## src/rtl/tipi_rb_pkg.sv

```systemverilog
// Shared types and constants for the TI/Pi readback arbiter.
package tipi_rb_pkg;

  typedef enum logic [1:0] {
    IDLE    = 2'd0,
    SELECT  = 2'd1,
    RELEASE = 2'd2
  } state_t;

  localparam logic       REQ_TI = 1'b0;
  localparam logic       REQ_PI = 1'b1;

  localparam logic [1:0] REG_TD = 2'd0;
  localparam logic [1:0] REG_TC = 2'd1;
  localparam logic [1:0] REG_RD = 2'd2;
  localparam logic [1:0] REG_RC = 2'd3;

  // Bit 0 drives a_addr (TD) through bit 3 driving d_addr (RC).
  function automatic logic [3:0] onehot4(input logic [1:0] sel);
    logic [3:0] v;
    v      = 4'b0000;
    v[sel] = 1'b1;
    return v;
  endfunction

endpackage

```

## src/rtl/tipi_readback_arbiter.sv

```systemverilog
// Round-robin sequencer sharing the one-hot readback mux between the TI bus
// read path and the Pi read port: grant, hold selects, capture, ack, release.
module tipi_readback_arbiter
  import tipi_rb_pkg::*;
#(
  parameter int SETTLE = 1
) (
  input  logic       i_clk,
  input  logic       i_reset_n,
  input  logic       i_ti_req,
  input  logic [1:0] i_ti_sel,
  output logic       o_ti_ack,
  output logic [7:0] o_ti_data,
  input  logic       i_pi_req,
  input  logic [1:0] i_pi_sel,
  output logic       o_pi_ack,
  output logic [7:0] o_pi_data,
  output logic       o_a_addr,
  output logic       o_b_addr,
  output logic       o_c_addr,
  output logic       o_d_addr,
  input  logic [7:0] i_mux_o,
  output logic       o_busy
);

  localparam int CW = (SETTLE > 0) ? $clog2(SETTLE + 1) : 1;

  state_t        r_state;
  logic [CW-1:0] r_cnt;
  logic          r_last;
  logic          r_win;
  logic [3:0]    r_sels;
  logic          r_ti_ack;
  logic          r_pi_ack;
  logic [7:0]    r_ti_data;
  logic [7:0]    r_pi_data;
  logic          r_busy;

  logic          w_any;
  logic          w_win;
  logic [1:0]    w_sel;

  // On a tie the requester not granted last wins; a lone request always wins.
  always_comb begin
    w_any = i_ti_req | i_pi_req;
    w_win = r_last;
    if (i_ti_req && i_pi_req) w_win = ~r_last;
    else if (i_ti_req)        w_win = REQ_TI;
    else if (i_pi_req)        w_win = REQ_PI;
    w_sel = (w_win == REQ_TI) ? i_ti_sel : i_pi_sel;
  end

  always_ff @(posedge i_clk) begin
    if (!i_reset_n) begin
      r_state   <= IDLE;
      r_cnt     <= '0;
      r_last    <= REQ_PI;
      r_win     <= REQ_TI;
      r_sels    <= '0;
      r_ti_ack  <= 1'b0;
      r_pi_ack  <= 1'b0;
      r_ti_data <= '0;
      r_pi_data <= '0;
      r_busy    <= 1'b0;
    end else begin
      r_ti_ack <= 1'b0;
      r_pi_ack <= 1'b0;
      case (r_state)
        IDLE: begin
          if (w_any) begin
            r_state <= SELECT;
            r_win   <= w_win;
            r_last  <= w_win;
            r_sels  <= onehot4(w_sel);
            r_cnt   <= '0;
            r_busy  <= 1'b1;
          end
        end
        SELECT: begin
          // Last hold cycle: sample the settled mux and drop the selects.
          if (r_cnt == CW'(SETTLE)) begin
            r_state <= RELEASE;
            r_sels  <= '0;
            if (r_win == REQ_TI) begin
              r_ti_data <= i_mux_o;
              r_ti_ack  <= 1'b1;
            end else begin
              r_pi_data <= i_mux_o;
              r_pi_ack  <= 1'b1;
            end
          end else begin
            r_cnt <= r_cnt + 1'b1;
          end
        end
        RELEASE: begin
          r_state <= IDLE;
          r_busy  <= 1'b0;
        end
        default: begin
          r_state <= IDLE;
          r_sels  <= '0;
          r_busy  <= 1'b0;
        end
      endcase
    end
  end

  assign o_ti_ack  = r_ti_ack;
  assign o_pi_ack  = r_pi_ack;
  assign o_ti_data = r_ti_data;
  assign o_pi_data = r_pi_data;
  assign o_a_addr  = r_sels[0];
  assign o_b_addr  = r_sels[1];
  assign o_c_addr  = r_sels[2];
  assign o_d_addr  = r_sels[3];
  assign o_busy    = r_busy;

endmodule

```

## config.mk

```make
export PLATFORM = sky130hd
export DESIGN_NAME = tipi_readback_arbiter
export DESIGN_NICKNAME = d
export VERILOG_FILES = /design/src/rtl/tipi_rb_pkg.sv /design/src/rtl/tipi_readback_arbiter.sv
export SDC_FILE = /design/constraint.sdc
export NUM_CORES = 1
export LEC_CHECK = 0
export CAP_MARGIN = 5
export CORE_ASPECT_RATIO = 0.9
export CORE_MARGIN = 5
export CORE_UTILIZATION = 33
export DETAILED_ROUTE_END_ITERATION = 10
export PLACE_DENSITY = 0.64
export SYNTH_ARGS = -nofsm -noshare
export SYNTH_HDL_FRONTEND = slang
export SYNTH_SLANG_ARGS = --single-unit
export TNS_END_PERCENT = 30
```

## constraint.sdc

```tcl
create_clock -name i_clk -period 2.47 [get_ports i_clk]
set_input_delay 0.494 -clock i_clk [delete_from_list [all_inputs] [get_ports i_clk]]
set_output_delay 0.494 -clock i_clk [all_outputs]
set_load 0.1 [all_outputs]
```

==> impl_results.md, run 1 <==
- Drt via density: 4.46
- Htree depth: 1
- CP endpoint kind: register
- Maxcap violations: 0
- Layout cells sized above 1: 0.193
- Top FF cell, synth: dfxtp_1
- Placed Cells: 204
- Max Root-Sink Buffers: 2
- Core area: 3090 um^2
- Syn_nets: 143
- RD Place Congestion: 0.831
- Buffers & Inverters on Critical Path: 2
- Pwr/cell area: 651 nW/um^2
- Grt ovf: 0
- Most common cell in the netlist: nand2_1
- Die Y: 64.1 um
- Clk_lat worst skew: 0.33 ns
- Async SR Flop Fraction: 0
- Yosys top cell area share: 0.522
- Fin crit period: 1.79 ns
- Io pins: 39
- DRT Wirelength: 2450 um
- Final Hold Vio Count: 0
- WP data required: 2.71 ns
- Status: finished, final reports clean
- GRT Util Overall: 0.114
- Pre-CTS WS: 0.312 ns
- Clk sink count: 28
- N_diodes: 0
- EDFF count, synth: 0
- First-pass GRT wire length: 4150 um
- Clk slew on worst S/H paths: 0.15 ns
- Remaining DRCs: 0
- Yosys reg bits: 28
- DP HPWL: 1880 um
- Hold-fix buffers at CTS: 0
- Slew Limit Fails: 0
- Nets: 183
- YS warnings: 0
- Synth area leaders: dfxtp_1 52%, nand2_1 14%, a21oi_1 7.9%
- Number of setup violations in the final report: 0
- Slew margin rel.: 0.644
- Final ANT Viol Nets: 0
- Post-synth top cells: 39 x nand2_1, 28 x dfxtp_1, 17 x a21oi_1, 10 x nor2_1, 5 x nand2b_1
- Crit-path leading delay family: multiplexers
- Setup TNS: 0 ns
- Area growth syn-to-layout: 38.9%
- Maximum number of pins on one net before global-route repair: 23
- Fillers: 318
- Setup ws final: 0.680 ns
- Clk_skew: 0.00615 ns
- CP max stage cell: clkdlybuf4s50_1
- Root buf cell: clkbuf_4
- Setup CP Type: input pin to register
- Worst Hold Class: register to register
- Vias in the first global route: 896
- I/O Buffers: 38
- Non-filler instance count after layout: 208
- Die width: 70.1 um
- Worst-path cell chain: clkdlybuf4s50_1, inv_1, mux2i_2, mux2_2, a22o_1
- CTS buffer count: 3
- Post-CTS Resized: 0
- CTS tree: yes
- Setup bufs post-CTS: 0
- Sequential element share of the synthesized area: 0.522
- Worst stage delay on the critical path: 0.55 ns
- Max IR drop VDD: 0.000417 V
- Leakage power: 0.607 nW
- Crit path max fanout: 6
- Period utilization: 0.725
- Initial core utilization: 0.347
- # rows: 19
- Max Clk Rate: 0.559 GHz
- Die ar.: 4500 um^2
- First-pass DRT Iterations: 4
- Worst Tran Pin Value: 0.531 ns
- Post-synth cell types: 23
- Via count: 927
- Worst path arrival time: 2.03 ns
- DRT iter0 DRCs: 44
- Syn Std Cell Area: 1070 um^2
- Post-synth top area cell: dfxtp_1
- Post-Syn Instances: 127
- Avg WL per Cell: 11.8 um
- Antenna violations before repair: 0
- Critical path startpoint category: input pin
- Post-synthesis average cell area: 8.45 um^2
- Unrepaired setup endpoints after global routing: false
[cells by family (layout without fill, tap and decap cells)]
group / after synthesis / count (layout) / synth area share
mux: 5 / 5 / 0.0513
simple gates: 60 / 60 / 0.246
buf+inv: 6 / 45 / 0.0233
compound gates: 28 / 28 / 0.157
flops: 28 / 28 / 0.522
[flip-flops by register name, summed over array words and instances (netlist names)]
name       flops
r_cnt          1
r_win          1
o_busy         1
o_pi_ack       1
o_ti_data      8
r_sels         4
r_last         1
r_state        2
o_pi_data      8
o_ti_ack       1
[stage by stage]
| step | total power (W) | hold slack, ns | area [um^2] | util |
|---|---|---|---|---|
| 2_1_floorplan | 0.000625 | 0.472 | 1070 | - |
| 3_3_place_gp | 0.000684 | 0.446 | 1440 | 0.466 |
| 3_5_place_dp | 0.000686 | 0.451 | 1440 | 0.466 |
| 4_1_cts | 0.000983 | 0.471 | 1490 | 0.483 |
| 5_1_grt | 0.00102 | 0.496 | 1490 | 0.483 |
| 6_report | 0.000971 | 0.466 | 1490 | 0.483 |
[cell type report]
| class | count | area [um^2] | area share |
|---|---|---|---|
| flip-flops and latches | 28 | 561 | 0.376 |
| multi-input cells | 93 | 488 | 0.327 |
| repair buffers | 39 | 330 | 0.221 |
| well taps | 42 | 52.6 | 0.0352 |
| clock inverters | 1 | 30.0 | 0.0201 |
| clock buffers | 3 | 22.5 | 0.0151 |
| inverters | 2 | 7.51 | 0.00503 |
[report_power, final]
| group | switching, W | internal (W) |
|---|---|---|
| Clock | 0.000132 | 0.000164 |
| Sequential | 0.0000142 | 0.000469 |
| Combinational | 0.000129 | 0.0000619 |
| Total | 0.000275 | 0.000695 |
[worst paths after layout]
check	from	end	slack (ns)	cells after the start
max	i_pi_req	r_sels[0]	0.68	5
min	o_pi_data[4]	o_pi_data[4]	0.47	2
max reg2reg	r_last	r_sels[0]	0.98	3
min reg2reg	o_pi_data[4]	o_pi_data[4]	0.47	2
[cell usage in the layout, fill, tap and decap left out, types with 2 or more instances in the layout]
master           count
a21oi_1             17
a22o_1               4
buf_4               24
clkbuf_4             3
clkdlybuf4s50_1     15
dfxtp_1             28
inv_1                2
mux2i_1              3
nand2_1             39
nand2b_1             5
nor2_1              10
o21ai_0              3
[per-layer routing]
layer	global-route usage	routed length (um)	up-vias
met2	0.195	1210	16
li1	-	-	506
met5	0	0	-
met1	0.137	1090	403
met4	0.0287	19	0
met3	0.0423	127	2
[worst reg2reg max path: cells and delay by family (launching register included)]
family         cells  cell delay, ns
AO/OA/AOI/OAI      1            0.22
flip-flops         1            0.42
multiplexers       2            0.75
(Power assumes the default switching activity.)
==> inputs of run 2 (changes only) <==
Clock period 2.47 ns to 1.67 ns, I/O delays scaled along.
==> run 2 against run 1 <==
Against the previous run:
- setup slack got worse by 0.44 ns
- sequential power rose by 50%
- utilization is 9.8 points higher
- largest power group unchanged
- routed wire length rose by 8.7%
- via count rose by 11%
- power increased by 42%
- non-clock buffer count is 4 higher
- sequential cell count did not move
- critical path type is now register to register
- die area did not move
- clock power up 8.1%
==> impl_results.md, run 2 (synthesis gave the netlist of run 1 again) <==
- Status: finished, final reports clean
- Root buf cell: clkbuf_4
- Avg WL per Cell: 12.5 um
- Worst Hold Class: register to register
- N_diodes: 0
- Unrepaired setup endpoints after global routing: false
- Pwr/cell area: 769 nW/um^2
- Layout cells sized above 1: 0.212
- DP HPWL: 2110 um
- Hold Worst Slack: 0.501 ns
- CTS buffer count: 3
- CTS tree: yes
- Max Clk Rate: 0.698 GHz
- I/O Buffers: 38
- Via count: 1030
- Gr busiest metal: met2
- Setup ws final: 0.237 ns
- Worst path arrival time: 1.66 ns
- Io pins: 39
- R2R Setup Slk: 0.24 ns
- Number of setup violations in the final report: 0
- Fin crit period: 1.43 ns
- CP endpoint kind: register
- Final ANT Viol Nets: 0
- Clk_lat worst skew: 0.32 ns
- GRT Util Overall: 0.121
- M2 GR Usage: 0.210
- GR Layer Usage met1: 0.142
- Die Y: 64.1 um
- Antenna violations before repair: 0
- Grt ovf: 0
- Max Root-Sink Buffers: 2
- Maxcap violations: 0
- Fillers: 274
- RD Place Congestion: 0.825
- Leakage power: 0.685 nW
- Setup CP Type: register to register
- Initial core utilization: 0.347
- Htree depth: 1
- Worst Tran Pin Value: 0.501 ns
- Remaining DRCs: 0
- Met3 usage: 0.0470
- Maximum number of pins on one net before global-route repair: 20
- Drt via density: 4.86
- Post-route cell area: 1790 um^2
- WP data required: 1.89 ns
- Clk slew on worst S/H paths: 0.14 ns
- Hold-fix buffers at CTS: 0
- First-pass DRT Iterations: 4
- Setup bufs post-CTS: 0
- Setup TNS: 0 ns
- Slew margin rel.: 0.665
- Nets: 187
- Leading cell types in the layout, fill and taps excluded: 39 x nand2_1, 28 x dfxtp_1, 23 x buf_12
- Critical path startpoint category: register
- First-pass GRT wire length: 4440 um
- Area growth syn-to-layout: 67.0%
- Max IR drop VDD: 0.000707 V
- Clk sink count: 28
- Commonest non-fill, non-tap cell in the layout: nand2_1
- Pre-CTS WS: -0.0695 ns
- Slew Limit Fails: 0
- Crit path max fanout: 9
- Die ar.: 4500 um^2
- Vias in the first global route: 962
- Clk_skew: 0.00725 ns
- Final Hold Vio Count: 0
- DRT iter0 DRCs: 31
- Placed cell areas: 1760 um^2
- Core area: 3090 um^2
- Period utilization: 0.858
- Post-CTS Resized: 0
- Die width: 70.1 um
- DRT Wirelength: 2660 um
- # rows: 19
==> run 2: cell count changes in the layout (fill, tap and decap cells not counted) <==
cell / previous run / this run
clkbuf_8: 0 / 1
buf_12: 0 / 23
buf_4: 24 / 5
bufinv_16: 1 / 0
==> run 2: layout make-up <==
cell class | count | area, um^2 | area share
clock buffer | 4 | 36.3 | 0.0202
multi-input combinational | 93 | 488 | 0.272
inverter | 2 | 7.51 | 0.00419
sequential | 28 | 561 | 0.313
tap | 42 | 52.6 | 0.0293
timing repair buffer | 43 | 648 | 0.361
==> run 2: per-layer routing <==
metal / vias up / part of all wire
li1: 515 / -
met1: 480 / 0.43
met2: 31 / 0.50
met3: 4 / 0.048
met4: 0 / 0.014
met5: - / 0
==> run 2: path summary, 6_finish.rpt <==
path | start | endpoint | depth (start not counted)
worst min register to register | o_ti_data[0] | o_ti_data[0] | 2
worst max register to register | r_state[0] | o_ti_data[2] | 4
worst min-delay path | o_ti_data[0] | o_ti_data[0] | 2
worst max-delay path | r_state[0] | o_ti_data[2] | 4
==> run 2: through the flow <==
stage	utilization	std cells	total power (W)
2_1_floorplan	-	127	0.000924
3_3_place_gp	0.568	208	0.00107
3_5_place_dp	0.568	208	0.00108
4_1_cts	0.580	212	0.00139
5_1_grt	0.580	212	0.00144
6_report	0.580	212	0.00138
==> run 2: where the power goes <==
| part | internal, W | switching (W) | total, W |
|---|---|---|---|
| registers | 0.000694 | 0.0000298 | 0.000724 |
| clock network | 0.000133 | 0.000186 | 0.000320 |
| logic | 0.000140 | 0.000196 | 0.000335 |
| total | 0.000967 | 0.000412 | 0.00138 |
==> run 2: critical path, stage by stage, from the launching register on <==
cell and delay (ns):
dfxtp_1 0.45, nand2_1 0.17, or3_1 0.51, nand2_1 0.13, a21oi_1 0.06
